<file path="config.mk">
export PLATFORM = sky130hd
export DESIGN_NAME = spi_peripheral_flat
export DESIGN_NICKNAME = d
export VERILOG_FILES = /design/src/rtl/spi_pkg.sv /design/src/rtl/spi_peripheral_if.sv /design/src/rtl/sync_edge_det.sv /design/src/rtl/spi_peripheral.sv /design/src/flat_wrapper.sv
export SDC_FILE = /design/constraint.sdc
export NUM_CORES = 1
export LEC_CHECK = 0
export CORE_AREA = 2 2 83 85
export CTS_CLUSTER_DIAMETER = 50
export DETAILED_ROUTE_END_ITERATION = 8
export DIE_AREA = 0 0 85 87
export PLACE_DENSITY = 0.71
export REMOVE_ABC_BUFFERS = 1
export SLEW_MARGIN = 5
export SYNTH_ARGS = -nofsm -noshare
export SYNTH_HDL_FRONTEND = slang
export SYNTH_SLANG_ARGS = --single-unit
</file>
<file path="constraint.sdc">
create_clock -name clk -period 2.4 [get_ports clk]
set_clock_uncertainty 0.1 [all_clocks]
set_input_delay 0.36 -clock clk [delete_from_list [all_inputs] [get_ports clk]]
set_output_delay 0.36 -clock clk [all_outputs]
set_load 0.005 [all_outputs]
</file>
<file path="src/rtl/spi_pkg.sv">
// Shared constants and types for the SPI register target.
package spi_pkg;

  localparam int unsigned FRAME_BITS = 16;

  localparam logic [6:0] ADDR_EN_OUT_LO = 7'h00;
  localparam logic [6:0] ADDR_EN_OUT_HI = 7'h01;
  localparam logic [6:0] ADDR_EN_PWM_LO = 7'h02;
  localparam logic [6:0] ADDR_EN_PWM_HI = 7'h03;
  localparam logic [6:0] ADDR_DUTY      = 7'h04;

  typedef enum logic [1:0] {
    StIdle,
    StShift,
    StCommit
  } state_t;

endpackage

</file>
<file path="src/rtl/spi_peripheral_if.sv">
// SPI pin bundle between the pin mux (host side) and the register target.
interface spi_peripheral_if;
  logic sclk;
  logic copi;
  logic ncs;
  logic cipo;

  modport master (output sclk, output copi, output ncs, input cipo);
  modport slave  (input sclk, input copi, input ncs, output cipo);
endinterface

</file>
<file path="src/rtl/sync_edge_det.sv">
// N-stage synchronizer for one asynchronous pin, with single-cycle rise/fall pulses.
module sync_edge_det #(
  parameter int unsigned STAGES    = 2,
  parameter logic        RESET_VAL = 1'b0
) (
  input  logic clk,
  input  logic rst_n,
  input  logic d,
  output logic q,
  output logic rise,
  output logic fall
);

  logic [STAGES-1:0] sync;
  logic              prev;

  always_ff @(posedge clk or negedge rst_n) begin
    if (!rst_n) begin
      sync <= {STAGES{RESET_VAL}};
      prev <= RESET_VAL;
    end else begin
      sync <= {sync[STAGES-2:0], d};
      prev <= sync[STAGES-1];
    end
  end

  assign q    = sync[STAGES-1];
  assign rise = q & ~prev;
  assign fall = ~q & prev;

endmodule

</file>
<file path="src/rtl/spi_peripheral.sv">
// SPI Mode 0 write target feeding the PWM register bank; all pins are oversampled by clk.
// Optional register readback on cipo is enabled by defining SPI_READBACK_EN.
module spi_peripheral
  import spi_pkg::*;
#(
  parameter int unsigned SYNC_STAGES = 2,
  parameter logic [6:0]  MAX_ADDR    = 7'h04
) (
  input  logic             clk,
  input  logic             rst_n,
  spi_peripheral_if.slave  spi,
  output logic [7:0]       en_reg_out_7_0,
  output logic [7:0]       en_reg_out_15_8,
  output logic [7:0]       en_reg_pwm_7_0,
  output logic [7:0]       en_reg_pwm_15_8,
  output logic [7:0]       pwm_duty_cycle,
  output logic             frame_err
);

  localparam logic [4:0] CntFull = 5'(FRAME_BITS);
  localparam logic [4:0] CntSat  = 5'(FRAME_BITS + 1);

  logic sclk_s, sclk_rise, sclk_fall;
  logic copi_s, copi_rise, copi_fall;
  logic ncs_s, ncs_rise, ncs_fall;

  sync_edge_det #(.STAGES(SYNC_STAGES), .RESET_VAL(1'b0)) u_sync_sclk (
    .clk  (clk),
    .rst_n(rst_n),
    .d    (spi.sclk),
    .q    (sclk_s),
    .rise (sclk_rise),
    .fall (sclk_fall)
  );

  sync_edge_det #(.STAGES(SYNC_STAGES), .RESET_VAL(1'b0)) u_sync_copi (
    .clk  (clk),
    .rst_n(rst_n),
    .d    (spi.copi),
    .q    (copi_s),
    .rise (copi_rise),
    .fall (copi_fall)
  );

  sync_edge_det #(.STAGES(SYNC_STAGES), .RESET_VAL(1'b1)) u_sync_ncs (
    .clk  (clk),
    .rst_n(rst_n),
    .d    (spi.ncs),
    .q    (ncs_s),
    .rise (ncs_rise),
    .fall (ncs_fall)
  );

  state_t                state;
  logic [4:0]            bit_cnt;
  logic [FRAME_BITS-1:0] shreg;
  logic                  rw;
  logic [6:0]            addr;
  logic [7:0]            data;

  assign rw   = shreg[FRAME_BITS-1];
  assign addr = shreg[FRAME_BITS-2 -: 7];
  assign data = shreg[7:0];

  always_ff @(posedge clk or negedge rst_n) begin
    if (!rst_n) begin
      state           <= StIdle;
      bit_cnt         <= '0;
      shreg           <= '0;
      frame_err       <= 1'b0;
      en_reg_out_7_0  <= '0;
      en_reg_out_15_8 <= '0;
      en_reg_pwm_7_0  <= '0;
      en_reg_pwm_15_8 <= '0;
      pwm_duty_cycle  <= '0;
    end else begin
      unique case (state)
        StIdle: begin
          frame_err <= 1'b0;
          if (ncs_fall) begin
            state   <= StShift;
            bit_cnt <= '0;
            shreg   <= '0;
          end
        end
        StShift: begin
          // A clock edge coinciding with deselect is dropped, not counted.
          if (ncs_rise) begin
            state     <= StCommit;
            frame_err <= (bit_cnt != CntFull);
          end else if (sclk_rise) begin
            shreg <= {shreg[FRAME_BITS-2:0], copi_s};
            if (bit_cnt != CntSat) bit_cnt <= bit_cnt + 5'd1;
          end
        end
        StCommit: begin
          state     <= StIdle;
          frame_err <= 1'b0;
          if (bit_cnt == CntFull && rw && addr <= MAX_ADDR) begin
            case (addr)
              ADDR_EN_OUT_LO: en_reg_out_7_0  <= data;
              ADDR_EN_OUT_HI: en_reg_out_15_8 <= data;
              ADDR_EN_PWM_LO: en_reg_pwm_7_0  <= data;
              ADDR_EN_PWM_HI: en_reg_pwm_15_8 <= data;
              ADDR_DUTY:      pwm_duty_cycle  <= data;
              default: ;
            endcase
          end
        end
        default: state <= StIdle;
      endcase
    end
  end

`ifdef SPI_READBACK_EN
  logic       rd_active;
  logic [7:0] rd_shift;
  logic [7:0] rd_data;
  logic [6:0] rd_addr;

  // Address as it stands once the 8th bit lands, before it reaches shreg.
  assign rd_addr = {shreg[5:0], copi_s};

  always_comb begin
    rd_data = '0;
    case (rd_addr)
      ADDR_EN_OUT_LO: rd_data = en_reg_out_7_0;
      ADDR_EN_OUT_HI: rd_data = en_reg_out_15_8;
      ADDR_EN_PWM_LO: rd_data = en_reg_pwm_7_0;
      ADDR_EN_PWM_HI: rd_data = en_reg_pwm_15_8;
      ADDR_DUTY:      rd_data = pwm_duty_cycle;
      default:        rd_data = '0;
    endcase
  end

  // The fall right after the 8th rise precedes the host's bit-7 sample, so shifting starts later.
  always_ff @(posedge clk or negedge rst_n) begin
    if (!rst_n) begin
      rd_active <= 1'b0;
      rd_shift  <= '0;
    end else if (state != StShift) begin
      rd_active <= 1'b0;
    end else if (!ncs_rise && sclk_rise && bit_cnt == 5'd7) begin
      rd_active <= !shreg[6] && (rd_addr <= MAX_ADDR);
      rd_shift  <= rd_data;
    end else if (rd_active && sclk_fall && bit_cnt >= 5'd9) begin
      rd_shift <= {rd_shift[6:0], 1'b0};
    end
  end

  assign spi.cipo = rd_active & ~ncs_s & rd_shift[7];

  logic unused;
  assign unused = &{1'b0, sclk_s, copi_rise, copi_fall};
`else
  assign spi.cipo = 1'b0;

  logic unused;
  assign unused = &{1'b0, sclk_s, sclk_fall, copi_rise, copi_fall, ncs_s};
`endif

endmodule
</file>
<file path="src/flat_wrapper.sv">
// flat-port wrapper written by rule: the top's interface ports become plain ports
module spi_peripheral_flat import spi_pkg::*;
#(
  parameter int unsigned SYNC_STAGES = 2,
  parameter logic [6:0]  MAX_ADDR    = 7'h04
)
  (clk, rst_n, en_reg_out_7_0, en_reg_out_15_8, en_reg_pwm_7_0, en_reg_pwm_15_8, pwm_duty_cycle, frame_err, spi_sclk, spi_copi, spi_ncs, spi_cipo);
  spi_peripheral_if spi_i ();
  input  logic clk;
  input  logic rst_n;
  output logic [7:0] en_reg_out_7_0;
  output logic [7:0] en_reg_out_15_8;
  output logic [7:0] en_reg_pwm_7_0;
  output logic [7:0] en_reg_pwm_15_8;
  output logic [7:0] pwm_duty_cycle;
  output logic frame_err;
  input wire logic [$bits(spi_i.sclk)-1:0] spi_sclk;
  input wire logic [$bits(spi_i.copi)-1:0] spi_copi;
  input wire logic [$bits(spi_i.ncs)-1:0] spi_ncs;
  output wire logic [$bits(spi_i.cipo)-1:0] spi_cipo;
  assign spi_i.sclk = spi_sclk;
  assign spi_i.copi = spi_copi;
  assign spi_i.ncs = spi_ncs;
  assign spi_cipo = spi_i.cipo;
  spi_peripheral #(.SYNC_STAGES(SYNC_STAGES), .MAX_ADDR(MAX_ADDR)) u_core (.clk(clk), .rst_n(rst_n), .spi(spi_i), .en_reg_out_7_0(en_reg_out_7_0), .en_reg_out_15_8(en_reg_out_15_8), .en_reg_pwm_7_0(en_reg_pwm_7_0), .en_reg_pwm_15_8(en_reg_pwm_15_8), .pwm_duty_cycle(pwm_duty_cycle), .frame_err(frame_err));
endmodule
</file>
## Word level (Yosys, flattened, before mapping)

Cells that the tools add are included.

| operators by class | value |
|---|---|
| add/subtract/negate cells | 1 |
| magnitude comparators | 1 |
| eq/ne operators | 14 |
| mux-type cells | 14 |
| bitwise logic cells | 6 |
| reduce and logical (&&, ||, !) cells | 16 |

Operators with widths:

| cell | count |
|---|---|
| $mux W16 | 3 |
| $pmux W16 S2 | 1 |
| $mux W5 | 4 |
| $reduce_and A3 Y1 | 5 |
| $eq A7 B2 Y1 const B | 2 |
| $ne A5 B5 Y1 const B | 2 |
| $pmux W5 S2 | 1 |
| $ne A2 B1 Y1 const B | 4 |
| $eq A7 B1 Y1 const B | 1 |
| $eq A7 B3 Y1 const B | 1 |
| $le A7 B3 Y1 const B | 1 |
| $logic_not A7 Y1 | 1 |
| $add A5 B1 Y5 const B | 1 |
| $eq A5 B5 Y1 const B | 1 |
| $reduce_and A5 Y1 | 1 |
| $mux W2 | 2 |
| $pmux W2 S2 | 1 |
| $reduce_and A2 Y1 | 2 |
| $reduce_and A4 Y1 | 1 |
| $reduce_bool A2 Y1 | 2 |
| $and A1 B1 Y1 | 3 |
| $not A1 Y1 | 3 |
| $eq A2 B1 Y1 const B | 1 |
| $eq A2 B2 Y1 const B | 1 |
| 6 further kinds | 7 |

| storage, ports and cells | value |
|---|---|
| bits in registers | 72 |
| bits of input ports | 5 |
| logic and storage cells | 66 |

## Logic depth before layout (Yosys ltp)

Gate-level depths: netlist of the first run.

| logic depth | value |
|---|---|
| depth after elaboration | 5 |
| mapped depth | 7 |

## By module

From an unflattened synthesis of the first run, not the netlist that was laid out.

| second synthesis, totals | value |
|---|---|
| cell total of the unflattened synthesis | 226 |
| area total of the unflattened synthesis | 3121.7 um^2 |

By module, submodules not included:

| module | instances | cells each | area each (um^2) | sequential area each (um^2) |
|---|---|---|---|---|
| spi_peripheral | 1 | 211 | 2847.7 | 1601.5 |
| sync_edge_det (u_core.u_sync_copi ...) | 2 | 5 | 90.1 | 75.1 |
| sync_edge_det (u_core.u_sync_ncs) | 1 | 5 | 93.8 | 78.8 |

## Worst setup path after synthesis of the first run

Ideal clock, no wire load.

| timing path | value |
|---|---|
| path kind | flip-flop to flip-flop |
| start point | register u_core.bit_cnt[0] |
| end point | register u_core.pwm_duty_cycle[0] |
| data arrival time | 1871 ps |
| setup slack | 304 ps |
| cell stages (with the launch flop) | 8 |
| buffers on the path | 1 |
| period minus slack after synthesis | 2096 ps |
| cells stage by stage | dfrtp_1 -> inv_1 -> ha_1 -> and4bb_1 -> nand3_2 -> or4b_4 -> buf_6 -> mux2_4 |

| between the ends | value |
|---|---|
| cells in the longest elaborated chain, start to end | 4 |

Ends and longest elaborated chain:

| what | RTL line | source |
|---|---|---|
| start, declared | spi_peripheral.sv:55 | `logic [4:0] bit_cnt;` |
| start signal, assigned | spi_peripheral.sv:93 | `if (bit_cnt != CntSat) bit_cnt <= bit_cnt + 5'd1;` |
| $eq A5 B5 Y1 | spi_peripheral.sv:99 | `if (bit_cnt == CntFull && rw && addr <= MAX_ADDR) begin` |
| $logic_and A1 B1 Y1 (2 in series) | spi_peripheral.sv:99 |  |
| $reduce_and A3 Y1 (no line) | - |  |
| end signal, assigned | spi_peripheral.sv:105 | `ADDR_DUTY: pwm_duty_cycle <= data;` |
| end, declared | spi_peripheral.sv:16 | `output logic [7:0] pwm_duty_cycle,` |

No other way between the ends.
A chain may end at the register's enable or synchronous reset.

## Final worst setup path of the first run

| timing path | value |
|---|---|
| start point | register u_core.bit_cnt[0] |
| end point | register u_core.en_reg_pwm_7_0[4] |

| between the ends | value |
|---|---|
| cells in the longest elaborated chain, start to end | 4 |

Ends and longest elaborated chain:

| what | RTL line | source |
|---|---|---|
| $eq A5 B5 Y1 | spi_peripheral.sv:99 |  |
| $logic_and A1 B1 Y1 (2 in series) | spi_peripheral.sv:99 |  |
| $reduce_and A3 Y1 (no line) | - |  |
| end signal, assigned | spi_peripheral.sv:103 | `ADDR_EN_PWM_LO: en_reg_pwm_7_0 <= data;` |
| end, declared | spi_peripheral.sv:14 | `output logic [7:0] en_reg_pwm_7_0,` |

No other way between the ends.

==> results by stage, run 1 <==
Status:
- The run finished with clean final reports.

Cells and area:
- The fraction of final layout cells with drive strength greater than 1 is 28.3%.
- For this run, the share of the core covered by cells in the final layout is 54.3%.
- In the final layout, the multi-input gates occupy 940 um2.
- In the final design database the tool counted 248 nets.
- Once layout is complete, the cells apart from fillers number 324.
- The area used by sequential logic in the layout is ~1800 um2.
- The number of fillers in the final layout is ~540.
- The area growth from synthesis to layout is 27.0%.
- The antenna diode instance count is 0.

Global routing:
- Entering global routing, the biggest net connects 73 pins.
- The all-layer global routing usage is 15.4%.
- The first global-routing pass estimated ~8700 um of wire.
- Global routing finished with a remaining overflow of 0.
- The via count of the first global-routing pass is 1759.
- The number of antenna violations at the first check in global routing is 0.

Logic synthesis:
- The post-synthesis cell type count is 33.
- The number of enable flip-flop cells after synthesis is 0.
- For this run, the leading register cell type out of synthesis is dfrtp_1.
- A synthesized cell averages 15.3 um2.
- The synthesized netlist occupies a cell area of 2810 um2.
- The synthesized netlist cell count is 184.
- The largest total area in the synthesized netlist belongs to dfrtp_1.
- By area the synthesized netlist is led by dfrtp_1, mux2_2, a22o_1.
- Of all flip-flops after synthesis, the portion carrying an async set or reset was between 90% and 100%.
- The total number of yosys warnings is 0.
- dfrtp_1 is the most common cell in the netlist.
- By count the netlist is led by dfrtp_1, mux2_2, a22o_1.
- The top-area cell type share of the netlist area is approximately 60%.
- For this run, the register share of the synthesized area comes to 64.2%.
- Counting flops and latches in the post-synthesis netlist gives 72.

Setup path:
- The endpoint class of the critical path is a register.
- The worst setup path is launched from a register.
- The required time of the worst setup path is 2.53 ns.
- The worst setup path category is register to register.
- For the worst setup path, the data arrival time is 2.41 ns.
- In this run the worst path has a maximum fanout of 8.
- The kind of cell with the highest combined delay along the critical path is simple AND/OR/NAND/NOR gates.
- The standard cell with the maximum stage delay on the critical path is or4b_1.
- Traced cell by cell, the critical path runs through inv_1 -> ha_1 -> and4bb_1 -> nand3_2 -> or4b_1 -> mux2_2.
- The count of buffer and inverter cells on the critical path is 1.
- The critical path's largest stage delay is between 0.6 and 0.7 ns.

Die:
- The die area is roughly 7400 um2.
- The floorplan step defined a core boundary enclosing around 6600 um2.
- The die extent in y is about 87 um.
- The starting density of the core is between 40% and 50%.
- 47 I/O pins were placed.
- In this run the core area contains 30 standard-cell rows.
- From left edge to right edge, the die measures 85 um.

Drt:
- After detailed routing, the met3 layer carries 241 um of wire.
- The length of the first detailed-routing pass in iterations is 4.
- The highest metal layer with signal wires is met4.
- The number of remaining DRC errors is 0.
- The average wire per standard cell is 15.9 um.
- The via density per instance is 5.28.
- In the final routing, the length of wire on met1 measures roughly 2400 um.
- The first routing iteration left 75 violations.
- The post-route antenna net violation count is 0.
- The routed design has 5150 um of wire.
- The detailed router placed ~1700 vias in this run.
- Detailed routing placed a total of 2400 um of wire on met2.

Timing:
- The final setup TNS is 0 ns.
- The final-report hold violation count came to 0.
- The time the final worst path needs with I/O delays and setup is 2.28 ns.
- The final cycle utilization of the critical path is between 90% and 100%.
- The highest achievable clock rate is 438 MHz.
- At the pin with the least slew margin, the transition time is between 0.6 and 0.7 ns.
- In this run the tightest slew margin relative to its limit is 58.1%.
- Setup repair after global routing left no endpoint under its margin.
- The final setup violation count is 0.
- The number of max-slew violations in the final report is 0.

Power:
- The share of power burned in combinational logic is 5.9%.
- The internal portion of the total power is 1.81 mW.
- Of the total power, registers draw 55.0%.
- The clock network is responsible for 39.1% of the overall power.
- The net switching component of the power is 0.544 mW.
- Power spread over the standard cell area amounts to 658 nW/um2.
- IR analysis of the VDD net gives a maximum drop of 427 uV.
- The static power due to leakage is 1.69 nW.
- The fraction of power spent switching nets is 23.2%.

Clocking:
- The cell sitting at the root of the clock tree is a clkbuf_8.
- After clock tree synthesis, the clock-pin slew on the worst setup and hold paths is roughly 0.07 ns.
- The number of buffers inserted to repair setup after CTS is 0.
- The sink count of the clock tree is around 70.
- The H-tree was split into 3 levels.
- The number of buffers on the longest clock path is 2.
- TritonCTS built the clock tree.
- Buffers inserted during clock tree synthesis total 9.
- The clock insertion delay at the later pin of the skew report is between 0.3 and 0.4 ns.

Placement:
- During placement, the flow inserted port buffers numbering 45.
- The number of placed instances, taps included is 308.
- The weighted congestion at the end of routability-driven global placement is 0.698.
- The final HPWL from detailed placement is around 3500 um.

Min path:
- The kind of path behind the tightest hold check is register to register.

Flow run:
- Max-cap violations in this run came to 0.
power by group through the flow:
stage	Combinational, mW	Sequential [mW]	Clock, mW
after global routing	0.164	1.30	1.00
after CTS	0.142	1.29	0.944
final	0.139	1.29	0.918
after global placement	0.135	1.31	0
after detailed placement	0.140	1.32	0
after floorplan	0.0757	1.30	0
per-stage QoR:
stage / worst slack (ns) / area [um2] / power, mW / hold slack (ns)
global route: 0.0152 / 3570 / 2.47 / 0.261
finish: 0.119 / 3570 / 2.35 / 0.249
CTS: 0.000262 / 3560 / 2.38 / 0.258
floorplan: 0.323 / 2750 / 1.38 / -0.0356
detailed placement: 0.00819 / 3370 / 1.46 / 0.246
global placement: 0.0899 / 3370 / 1.45 / 0.233
cell usage in the layout (no fill, tap or decap), types with 2 or more instances in the layout:
| master | instances |
|---|---|
| a31oi_1 | 2 |
| dfstp_2 | 3 |
| nand2_1 | 3 |
| dfrtp_1 | 69 |
| or4b_4 | 2 |
| nand3_1 | 3 |
| clkbuf_8 | 10 |
| clkbuf_1 | 2 |
| buf_4 | 7 |
| nand2b_1 | 2 |
| ha_1 | 3 |
| clkdlybuf4s50_1 | 44 |
| nor2b_1 | 4 |
| inv_1 | 2 |
| mux2_4 | 8 |
| a22o_1 | 16 |
| mux2_2 | 32 |
| nand4_1 | 2 |
| nor2_1 | 5 |
| o21ai_0 | 5 |
| mux2i_1 | 2 |
path summary, 6_finish.rpt:
check / startpoint / slack (ns) / cells past startpoint / endpoint
setup / recovery: u_core.bit_cnt[0] / 0.12 / 6 / u_core.en_reg_pwm_7_0[4]
max in group asynchronous: rst_n / 1.43 / 3 / u_core.u_sync_ncs.prev
hold reg to reg: u_core.u_sync_sclk.sync[0] / 0.25 / 0 / u_core.u_sync_sclk.sync[1]
setup reg to reg: u_core.bit_cnt[0] / 0.12 / 6 / u_core.en_reg_pwm_7_0[4]
hold / removal: u_core.u_sync_sclk.sync[0] / 0.25 / 0 / u_core.u_sync_sclk.sync[1]
min in group asynchronous: rst_n / 0.46 / 3 / u_core.u_sync_copi.sync[0]
final cells by class:
cell class | instances | area share, %
flip-flops and latches | 72 | 50.6
repair buffers | 54 | 14.8
inverters | 2 | 0.210
well taps | 80 | 2.81
clock buffers | 12 | 4.07
multi-input cells | 101 | 26.3
clock inverters | 3 | 1.19
metal layers:
metal / GRT usage [%] / vias to the layer above
met5: 0 / -
met4: 7.65 / 0
met3: 5.02 / 14
met2: 23.4 / 45
met1: 20.0 / 867
li1: - / 784
cell families after synthesis:
kind of cell	synth area share, %
simple gates	6.90
buf+inv	2.45
fa+ha+maj	1.34
flops	64.2
other cells	0.133
mux	17.8
compound gates	7.12
sequential cells by signal (all words and copies together) (netlist names), 2 cells and up:
register / flops
u_core.shreg: 16
u_core.en_reg_out_15_8: 8
u_core.en_reg_out_7_0: 8
u_core.en_reg_pwm_15_8: 8
u_core.en_reg_pwm_7_0: 8
u_core.pwm_duty_cycle: 8
u_core.bit_cnt: 5
u_core.state: 2
u_core.u_sync_copi.sync: 2
u_core.u_sync_ncs.sync: 2
u_core.u_sync_sclk.sync: 2
repair_timing:
action | in CTS | in global routing
endpoints found under the setup margin | 0 | 8
gates resized for setup | 0 | 1
hold buffers | 1 | 0
endpoints found under the hold margin | 69 | 0
(Power assumes the default switching activity.)
==> run 2, diff against run 1 <==
Settings changed: CORE_AREA 2 2 83 85 to 2 2 86 88, DIE_AREA 0 0 85 87 to 0 0 88 90, PLACE_DENSITY 0.71 to 0.7.
Clock period 2.4 ns to 1.9 ns, I/O delays scaled along.
==> run 2 against run 1 <==
Against the previous run:
- the flow now finishes with violations (negative setup slack)
- worst hold slack got worse by 0.0011 ns
- global-route usage decreased by 0.27 points
- critical path depth increased by 1
- sequential share of layout area decreased by 3.6 points
- combinational power increased by 100%
- sequential cell count unchanged
- wire length increased by 6.9%
- fmax increased by 7.5%
- die area increased by 7.1%
- total power increased by 39%
==> results by stage, run 2 (synthesis results as in run 1) <==
Status:
- The flow ran to the end, but the final reports show violations.
- The checks that failed: negative setup slack.

Min path:
- The worst hold path belongs to the class input pin to register.
- The path with the worst hold slack has its endpoint at u_core.u_sync_ncs.sync[0].
- The launch point of the worst hold path is spi_ncs.
- The worst hold path depth is 1 (+1).

Die:
- The number of placement rows is 31 (+3.3%).
- The die extent in y is 90 um (+3.4%).
- The die area is 7920 um2 (+7.1%).
- The starting density of the core is 40.0% (-2.8 points).
- The core box area is 7020 um2 (+6.9%).
- The total I/O pin count is 47 (unchanged).
- The width of the die is 88 um (+3.5%).

Setup path:
- The data arrival time of the worst path came to 2.24 ns (-0.17 ns).
- By startpoint and endpoint, the worst setup path is classified as register to register.
- The endpoint class of the critical path is a register.
- The required time of the worst setup path was 2.02 ns (-0.51 ns).
- The maximum fanout along the worst path is 5 (-3).
- The critical register-to-register path startpoint is u_core.bit_cnt[0].
- The critical path goes through inv_2 -> ha_4 -> and4bb_1 -> nand3_2 -> or4b_4 -> buf_6 -> mux2_2.
- The critical path's largest stage delay was 0.53 ns (-0.16 ns).
- The cell type group with the largest total delay on the critical path is simple AND/OR/NAND/NOR gates.
- The count of buffer and inverter cells on the critical path is 2 (+1).
- The reg2reg setup slack was -0.22 ns (-0.34 ns).
- The startpoint class of the critical path is a register.
- The endpoint identified for the worst register-to-register timing path is u_core.en_reg_pwm_7_0[1].
- The depth of the most critical reg-to-reg path came to 7 (+1).
- The slowest stage of the critical path is the or4b_4 cell.

Cells and area:
- The most common library cell in the layout ignoring fill and taps is dfrtp_1.
- The antenna diode instance count is 0 (unchanged).
- The number of nets in the final layout is 269 (+8.5%).
- The final non-filler cell total is 365 (+13%).
- The design area was 3840 um2 (+7.6%).
- The register bank with the most flops is u_core.shreg.
- The fraction of final layout cells with drive strength greater than 1 is 36.8% (+8.6 points).
- The number of fillers in the final layout is 575 (+7.3%).
- The area growth from synthesis to layout is 36.6%.
- The top cell types in the final layout, fill and taps aside, are dfrtp_1, clkdlybuf4s50_1, mux2_2, buf_4, a22o_1.
- The number of flip-flops under the largest register name is 16 (unchanged).

Placement:
- The number of placed instances, taps included is 346 (+12%).
- The post-place instance area is 3530 um2 (+4.9%).
- The weighted congestion at the end of routability-driven global placement came to 0.835 (+20%).
- The final HPWL from detailed placement is 3840 um (+10%).
- The port buffer count is 45 (unchanged).

Global routing:
- The final global-route overflow total came to 0 (unchanged).
- The via count of the first global-routing pass is 1760 (+0.057%).
- The number of antenna violations at the first check in global routing was 0 (unchanged).
- The maximum number of pins on one net before global-route repair came to 33 (-55%).
- The all-layer global routing usage was 15.2% (-0.27 points).
- The first-pass GRT wire length is 9060 um (+4.5%).

Timing:
- The highest achievable clock rate is 471 MHz (+7.5%).
- The time the final worst path needs with I/O delays and setup is 2.12 ns (-0.159 ns).
- The worst hold slack is 0.248 ns (-0.00109 ns).
- Setup repair after global routing could not meet its margin everywhere.
- The final setup violation count came to 32 (+32).
- The final cycle utilization of the critical path came to 112% (+17 points).
- The final-report hold violation count is 0 (unchanged).
- The smallest setup slack after layout came to -0.222 ns (-0.341 ns).
- The number of max-slew violations in the final report is 0 (unchanged).

Drt:
- The number of remaining DRC errors is 0 (unchanged).
- The via count of the routed design is 1754 (+2.6%).
- The post-detailed-routing wire length was 5510 um (+6.9%).
- The average wire per standard cell is 15.1 um (-5.1%).
- The iteration-0 DRC count of the detailed router is 77 (+2.7%).
- The length of the first detailed-routing pass in iterations was 4 (unchanged).
- The via density per instance came to 4.81 (-8.9%).
- The post-route antenna net violation count is 0 (unchanged).

Power:
- The power density relative to cell area came to 850 nW/um2 (+29%).
- The share of power burned in combinational logic was 8.6% (+2.7 points).
- The static power due to leakage was 1.84 nW (+8.8%).
- The total internal power is 2.52 mW (+40%).
- The fraction of power spent switching nets was 22.7% (-0.42 points).
- The highest ir drop seen on vdd is 482 uV (+13%).
- The share of power burned in registers came to 49.5% (-5.5 points).
- The proportion of power drawn by the clock network is 41.9% (+2.8 points).
- The net switching component of the power was 0.742 mW (+36%).

Clocking:
- The sink count of the clock tree came to 72 (unchanged).
- The number of buffers created by CTS is 9 (unchanged).
- The maximum level of the CTS H-tree is 3 (unchanged).
- The post-CTS clock slew at the launch and capture registers of the worst setup and hold paths was 0.07 ns (about the same).
- The number of buffers on the longest clock path is 2 (unchanged).
- The clock insertion delay at the later pin of the skew report came to 0.34 ns (about the same).
- The TritonCTS clock tree is yes.
- The library cell used as clock root buffer is clkbuf_8.

Flow run:
- The max-cap violation count is 0 (unchanged).
==> run 2: cell types whose count changed in the layout (fill, tap and decap cells not counted), sizes merged <==
cell	before	now
bufinv	1	2
buf	9	30
clkinv	1	3
clkbuf	12	11
clkinvlp	1	0
==> run 2: what timing repair did <==
| item | 4_1_cts | 5_1_grt |
|---|---|---|
| hold buffers | 1 | 0 |
| endpoints found under the hold margin | 7 | 0 |
| pin swaps | 2 | 1 |
| endpoints found under the setup margin | 32 | 40 |
| gates resized for setup | 11 | 3 |
| setup buffers | 0 | 2 |
==> run 2: how the worst max path moves through the flow <==
stage,from,end,cells past startpoint
after floorplan,u_core.bit_cnt[0],u_core.en_reg_pwm_7_0[0],6
after global placement,u_core.bit_cnt[0],u_core.en_reg_pwm_7_0[0],7
after detailed placement,u_core.bit_cnt[0],u_core.en_reg_pwm_7_0[1],7
after CTS,u_core.bit_cnt[0],u_core.en_reg_pwm_7_0[1],7
after global routing,u_core.bit_cnt[1],u_core.en_reg_pwm_7_0[1],7
final,u_core.bit_cnt[0],u_core.en_reg_pwm_7_0[1],7
==> run 2: routing by layer <==
| metal | share of wire, % | track usage, % | vias up |
|---|---|---|---|
| met5 | 0 | 0 | - |
| met4 | 2.3 | 7.05 | 0 |
| met3 | 2.8 | 3.31 | 11 |
| met2 | 48 | 22.4 | 43 |
| met1 | 47 | 21.1 | 873 |
| li1 | - | - | 827 |
==> run 2: power by group through the flow <==
stage          combinational (mW)  sequential, mW  clock [mW]
3_5_place_dp                0.249            1.64           0
5_1_grt                     0.314            1.62        1.46
6_report                    0.281            1.62        1.37
4_1_cts                     0.252            1.62        1.40
3_3_place_gp                0.244            1.64           0
2_1_floorplan              0.0956            1.65           0
==> run 2: area by class of cell <==
type / count / area [um2] / area share [%]
Clock buffer: 11 / 151 / 3.94
Timing Repair Buffer: 75 / 712 / 18.5
Sequential cell: 72 / 1810 / 47.0
Multi-Input combinational cell: 101 / 960 / 25.0
Tap cell: 99 / 124 / 3.23
Clock inverter: 5 / 78.8 / 2.05
Inverter: 2 / 7.51 / 0.196
==> run 2: worst register-to-register path, delay by kind of cell, from the launching register on <==
| family | cells | cell delay [ns] |
|---|---|---|
| AND/OR/NAND/NOR | 3 | 0.88 |
| flip-flops | 1 | 0.39 |
| multiplexers | 1 | 0.27 |
| buffers and inverters | 2 | 0.25 |
| adder cells (fa/ha/maj) | 1 | 0.12 |
==> run 2: metrics by stage <==
stage / TNS [ns] / utilization (%) / power, mW / setup WS [ns]
floorplan: -5.33 / - / 1.74 / -0.177
global placement: -6.11 / 50.3 / 1.89 / -0.230
detailed placement: -7.11 / 50.3 / 1.89 / -0.276
CTS: -5.63 / 54.2 / 3.27 / -0.210
global route: -9.17 / 54.7 / 3.40 / -0.305
finish: -5.82 / 54.7 / 3.26 / -0.222
==> run 3, diff against run 2 <==
Settings changed: ABC_AREA set to 1, CORE_AREA 2 2 86 88 to 2 2 90 92, DIE_AREA 0 0 88 90 to 0 0 92 94, PLACE_DENSITY 0.7 to 0.66.
Clock period 1.9 ns to 2.4 ns, I/O delays scaled along.
==> run 3 against run 2 <==
Against the previous run:
- the run now ends clean
- clock power is 18% lower
- combinational power is 29% lower
- sequential share of layout area decreased by 0.59 points
- largest power group unchanged
- synthesized cell count increased by 77%
- global-route usage is 1.3 points higher
- total power down 19%
- critical endpoint is now u_core.en_reg_out_7_0[5]
- setup slack better by 0.73 ns
- register-to-register slack improved by 0.73 ns
- wire length increased by 17%
- area after synthesis rose by 9.7%
- final area grew 1.3%
- critical path depth grew 1
==> results by stage, run 3 <==
Logic synthesis:
- The fraction of registers with async set or reset after synthesis is 100% (unchanged).
- The synthesized netlist cell count was 325 (+77%).
- The cell taking the most area after synthesis is dfrtp_1.
- The top-area cell type share of the netlist area was 56.0% (-5.4 points).
- The flop and latch count out of synthesis came to 72 (unchanged).
- The mean cell area of the mapped netlist is 9.48 um2 (-38%).
- The number of enable flip-flop cells after synthesis is 0 (unchanged).
- The sequential share of the synthesized area is 58.6% (-5.7 points).
- The total number of yosys warnings is 0 (unchanged).
- The cell with the most instances after synthesis is nand2_1.
- For this run, the leading register cell type out of synthesis is dfrtp_1.
- The netlist area before placement is 3080 um2 (+9.7%).
- The post-synthesis cell type count was 23 (-30%).
- The commonest cells after synthesis are nand2_1, dfrtp_1, nand4_1.
- By area the synthesized netlist is led by dfrtp_1, nand2_1, nand4_1.

Setup path:
- The reg2reg setup slack is 0.51 ns (+0.73 ns).
- The maximum fanout along the worst path is 19 (+14).
- The end of the worst register-to-register path is u_core.en_reg_out_7_0[5].
- The critical path's largest stage delay is 0.42 ns (-0.11 ns).
- The data arrival time of the worst path is 2.03 ns (-0.21 ns).
- The standard cell with the maximum stage delay on the critical path is dfrtp_1.
- The depth of the most critical reg-to-reg path came to 8 (+1).
- The required time of the worst setup path is 2.54 ns (+0.52 ns).
- Walking the worst path, the cells encountered are inv_1 -> ha_1 -> nand3_2 -> nor2_4 -> buf_4 -> nand3_4 -> nand2_1 -> nand2_1.
- STA classifies the critical path endpoint as a register.
- The worst setup path category is register to register.
- The critical register-to-register path startpoint is u_core.bit_cnt[0].
- The cell repeated most along the worst path is nand2_1.
- The startpoint class of the critical path is a register.

Die:
- The total I/O pin count is 47 (unchanged).
- The starting density of the core came to 40.5% (+0.48 points).
- The die extent in y is 94 um (+4.4%).
- The core box area was 7610 um2 (+8.4%).
- The die area was 8650 um2 (+9.2%).
- The number of placement rows is 32 (+3.2%).
- The width of the die is 92 um (+4.5%).

Min path:
- The worst hold path depth was 0 (-1).
- In this run the worst hold path is classified as register to register.
- The end point of the most critical hold path is u_core.u_sync_copi.sync[1].
- The launch point of the worst hold path is u_core.u_sync_copi.sync[0].

Clocking:
- The number of buffers inserted to repair setup after CTS came to 0 (unchanged).
- The post-CTS clock slew at the launch and capture registers of the worst setup and hold paths is 0.08 ns (about the same).
- The post-cts repair resize count is 0 (-11).
- The cell sitting at the root of the clock tree is a clkbuf_8.
- The maximum level of the CTS H-tree is 3 (unchanged).
- The number of buffers created by CTS is 9 (unchanged).
- The number of buffers on the longest clock path is 2 (unchanged).
- The clock insertion delay at the later pin of the skew report is 0.34 ns (about the same).
- The sink count of the clock tree is 72 (unchanged).
- The TritonCTS clock tree is yes.
- The cts-stage hold buffer count is 1 (unchanged).

Global routing:
- The final global-route overflow total is 0 (unchanged).
- The maximum number of pins on one net before global-route repair came to 73 (+120%).
- The number of antenna violations at the first check in global routing is 0 (unchanged).
- The all-layer global routing usage was 16.4% (+1.3 points).
- The first-pass GRT wire length is 11000 um (+21%).
- The via count of the first global-routing pass is 2248 (+28%).

Drt:
- The average wire per standard cell is 13.3 um (-12%).
- The post-detailed-routing wire length is 6420 um (+17%).
- The iteration-0 DRC count of the detailed router is 168 (+120%).
- The via density per instance is 4.94 (+2.8%).
- The length of the first detailed-routing pass in iterations is 4 (unchanged).
- The via count of the routed design was 2387 (+36%).
- The post-route antenna net violation count is 0 (unchanged).
- The number of remaining DRC errors is 0 (unchanged).

Cells and area:
- u_core.shreg holds more flip-flops than any other register.
- The number of flip-flops under the largest register name is 16 (unchanged).
- The library cell used most frequently in the layout, excluding fill and tap cells, is nand2_1.
- The fraction of final layout cells with drive strength greater than 1 is 10.5% (-26 points).
- The area growth from synthesis to layout is 26.1%.
- The antenna diode instance count is 0 (unchanged).
- The fraction of the core area covered by cells at the end of the flow is 51.1% (-3.6 points).
- In the layout the commonest cells are nand2_1, dfrtp_1, clkdlybuf4s50_1, nand4_1, inv_1.
- The number of nets in the final layout came to 384 (+43%).

Timing:
- The smallest setup slack after layout is 0.510 ns (+0.732 ns).
- The final cycle utilization of the critical path is 78.7% (-33 points).
- Setup repair after global routing left no endpoint under its margin.
- The final setup TNS came to 0 ns (+5.82 ns).
- The final setup violation count is 0 (-100%).
- At the pin with the least slew margin, the transition time is just under 0.6 ns.
- The time the final worst path needs with I/O delays and setup is 1.89 ns (-0.232 ns).
- The worst hold slack is 0.249 ns (+0.000199 ns).
- The highest achievable clock rate is 529 MHz (+12%).
- The final-report hold violation count is 0 (unchanged).
- The number of max-slew violations in the final report is 0 (unchanged).
- The relative slew slack is approximately 61%.

Placement:
- The final HPWL from detailed placement was 4550 um (+19%).
- The worst setup slack before clock tree synthesis is 0.509 ns (+0.785 ns).
- The port buffer count came to 45 (unchanged).
- The weighted congestion at the end of routability-driven global placement was 0.850 (+1.8%).

Power:
- The power density relative to cell area came to 679 nW/um2 (-20%).
- The highest ir drop seen on vdd is 360 uV (-25%).
- The static power due to leakage is 1.89 nW (+2.5%).

Flow run:
- The max-cap violation count came to 0 (unchanged).

Status:
- The run finished with clean final reports.
run 3: cell count changes after synthesis, sizes merged, moves of 3 or more:
cell    previous run  this run
nand2              3       111
inv                2        25
nor2               5        21
a22o              16         0
clkbuf             4         0
o21ai              5        11
buf                5        10
nand4              2        37
or4b               3         0
nand3              4        14
mux2              40         0
xor2               0         3
o22ai              0        15
nor2b              4         0
run 3: per-stage QoR:
step | power (mW) | std cells | cell area [um2]
floorplan | 1.45 | 315 | 3030
global placement | 1.53 | 466 | 3640
detailed placement | 1.54 | 466 | 3640
CTS | 2.67 | 483 | 3890
global route | 2.77 | 483 | 3890
finish | 2.64 | 483 | 3890
run 3: worst max path at each step:
| stage | from | endpoint | slack, ns |
|---|---|---|---|
| global placement | u_core.bit_cnt[0] | u_core.en_reg_out_7_0[5] | 0.61 |
| global route | u_core.bit_cnt[0] | u_core.en_reg_out_7_0[7] | 0.36 |
| floorplan | u_core.bit_cnt[0] | u_core.en_reg_out_15_8[0] | 0.55 |
| CTS | u_core.bit_cnt[0] | u_core.en_reg_out_7_0[5] | 0.51 |
| detailed placement | u_core.bit_cnt[0] | u_core.en_reg_out_7_0[5] | 0.51 |
| finish | u_core.bit_cnt[0] | u_core.en_reg_out_7_0[5] | 0.51 |
run 3: cells by family (layout without fill, tap and decap cells):
logic type | count (synthesis) | in the layout | share of synthesized area [%]
buf+inv | 35 | 91 | 4.83
fa+ha+maj | 3 | 3 | 1.22
compound gates | 27 | 27 | 5.08
xor+xnor | 3 | 3 | 0.853
flops | 72 | 72 | 58.6
simple gates | 184 | 184 | 29.3
other cells | 1 | 1 | 0.122
run 3: worst max-delay path: cells and delay by family (launching register included):
kind,cells,cell delay [ns]
adder cells (fa/ha/maj),1,0.16
buffers and inverters,2,0.40
flip-flops,1,0.42
AND/OR/NAND/NOR,5,0.72
run 3: power by group:
group	switching [mW]	total, mW	internal [mW]
logic	0.135	0.199	0.0645
clock network	0.435	1.12	0.687
registers	0.0622	1.32	1.26
total	0.632	2.64	2.01
run 3: final cells by class:
type                    instances  area (um2)
clock inverters                 6         108
clock buffers                  10         128
multi-input cells             218        1130
fillers                       693        3720
well taps                     102         128
inverters                      25        93.8
flip-flops and latches         72        1810
repair buffers                 50         498
run 3: metal layers:
layer | global-route usage (%) | part of all wire, % | vias to the layer above
li1 | - | - | 1193
met4 | 4.60 | 0.84 | 0
met5 | 0 | 0 | -
met3 | 5.14 | 4.9 | 7
met1 | 21.7 | 47 | 1126
met2 | 26.3 | 48 | 61
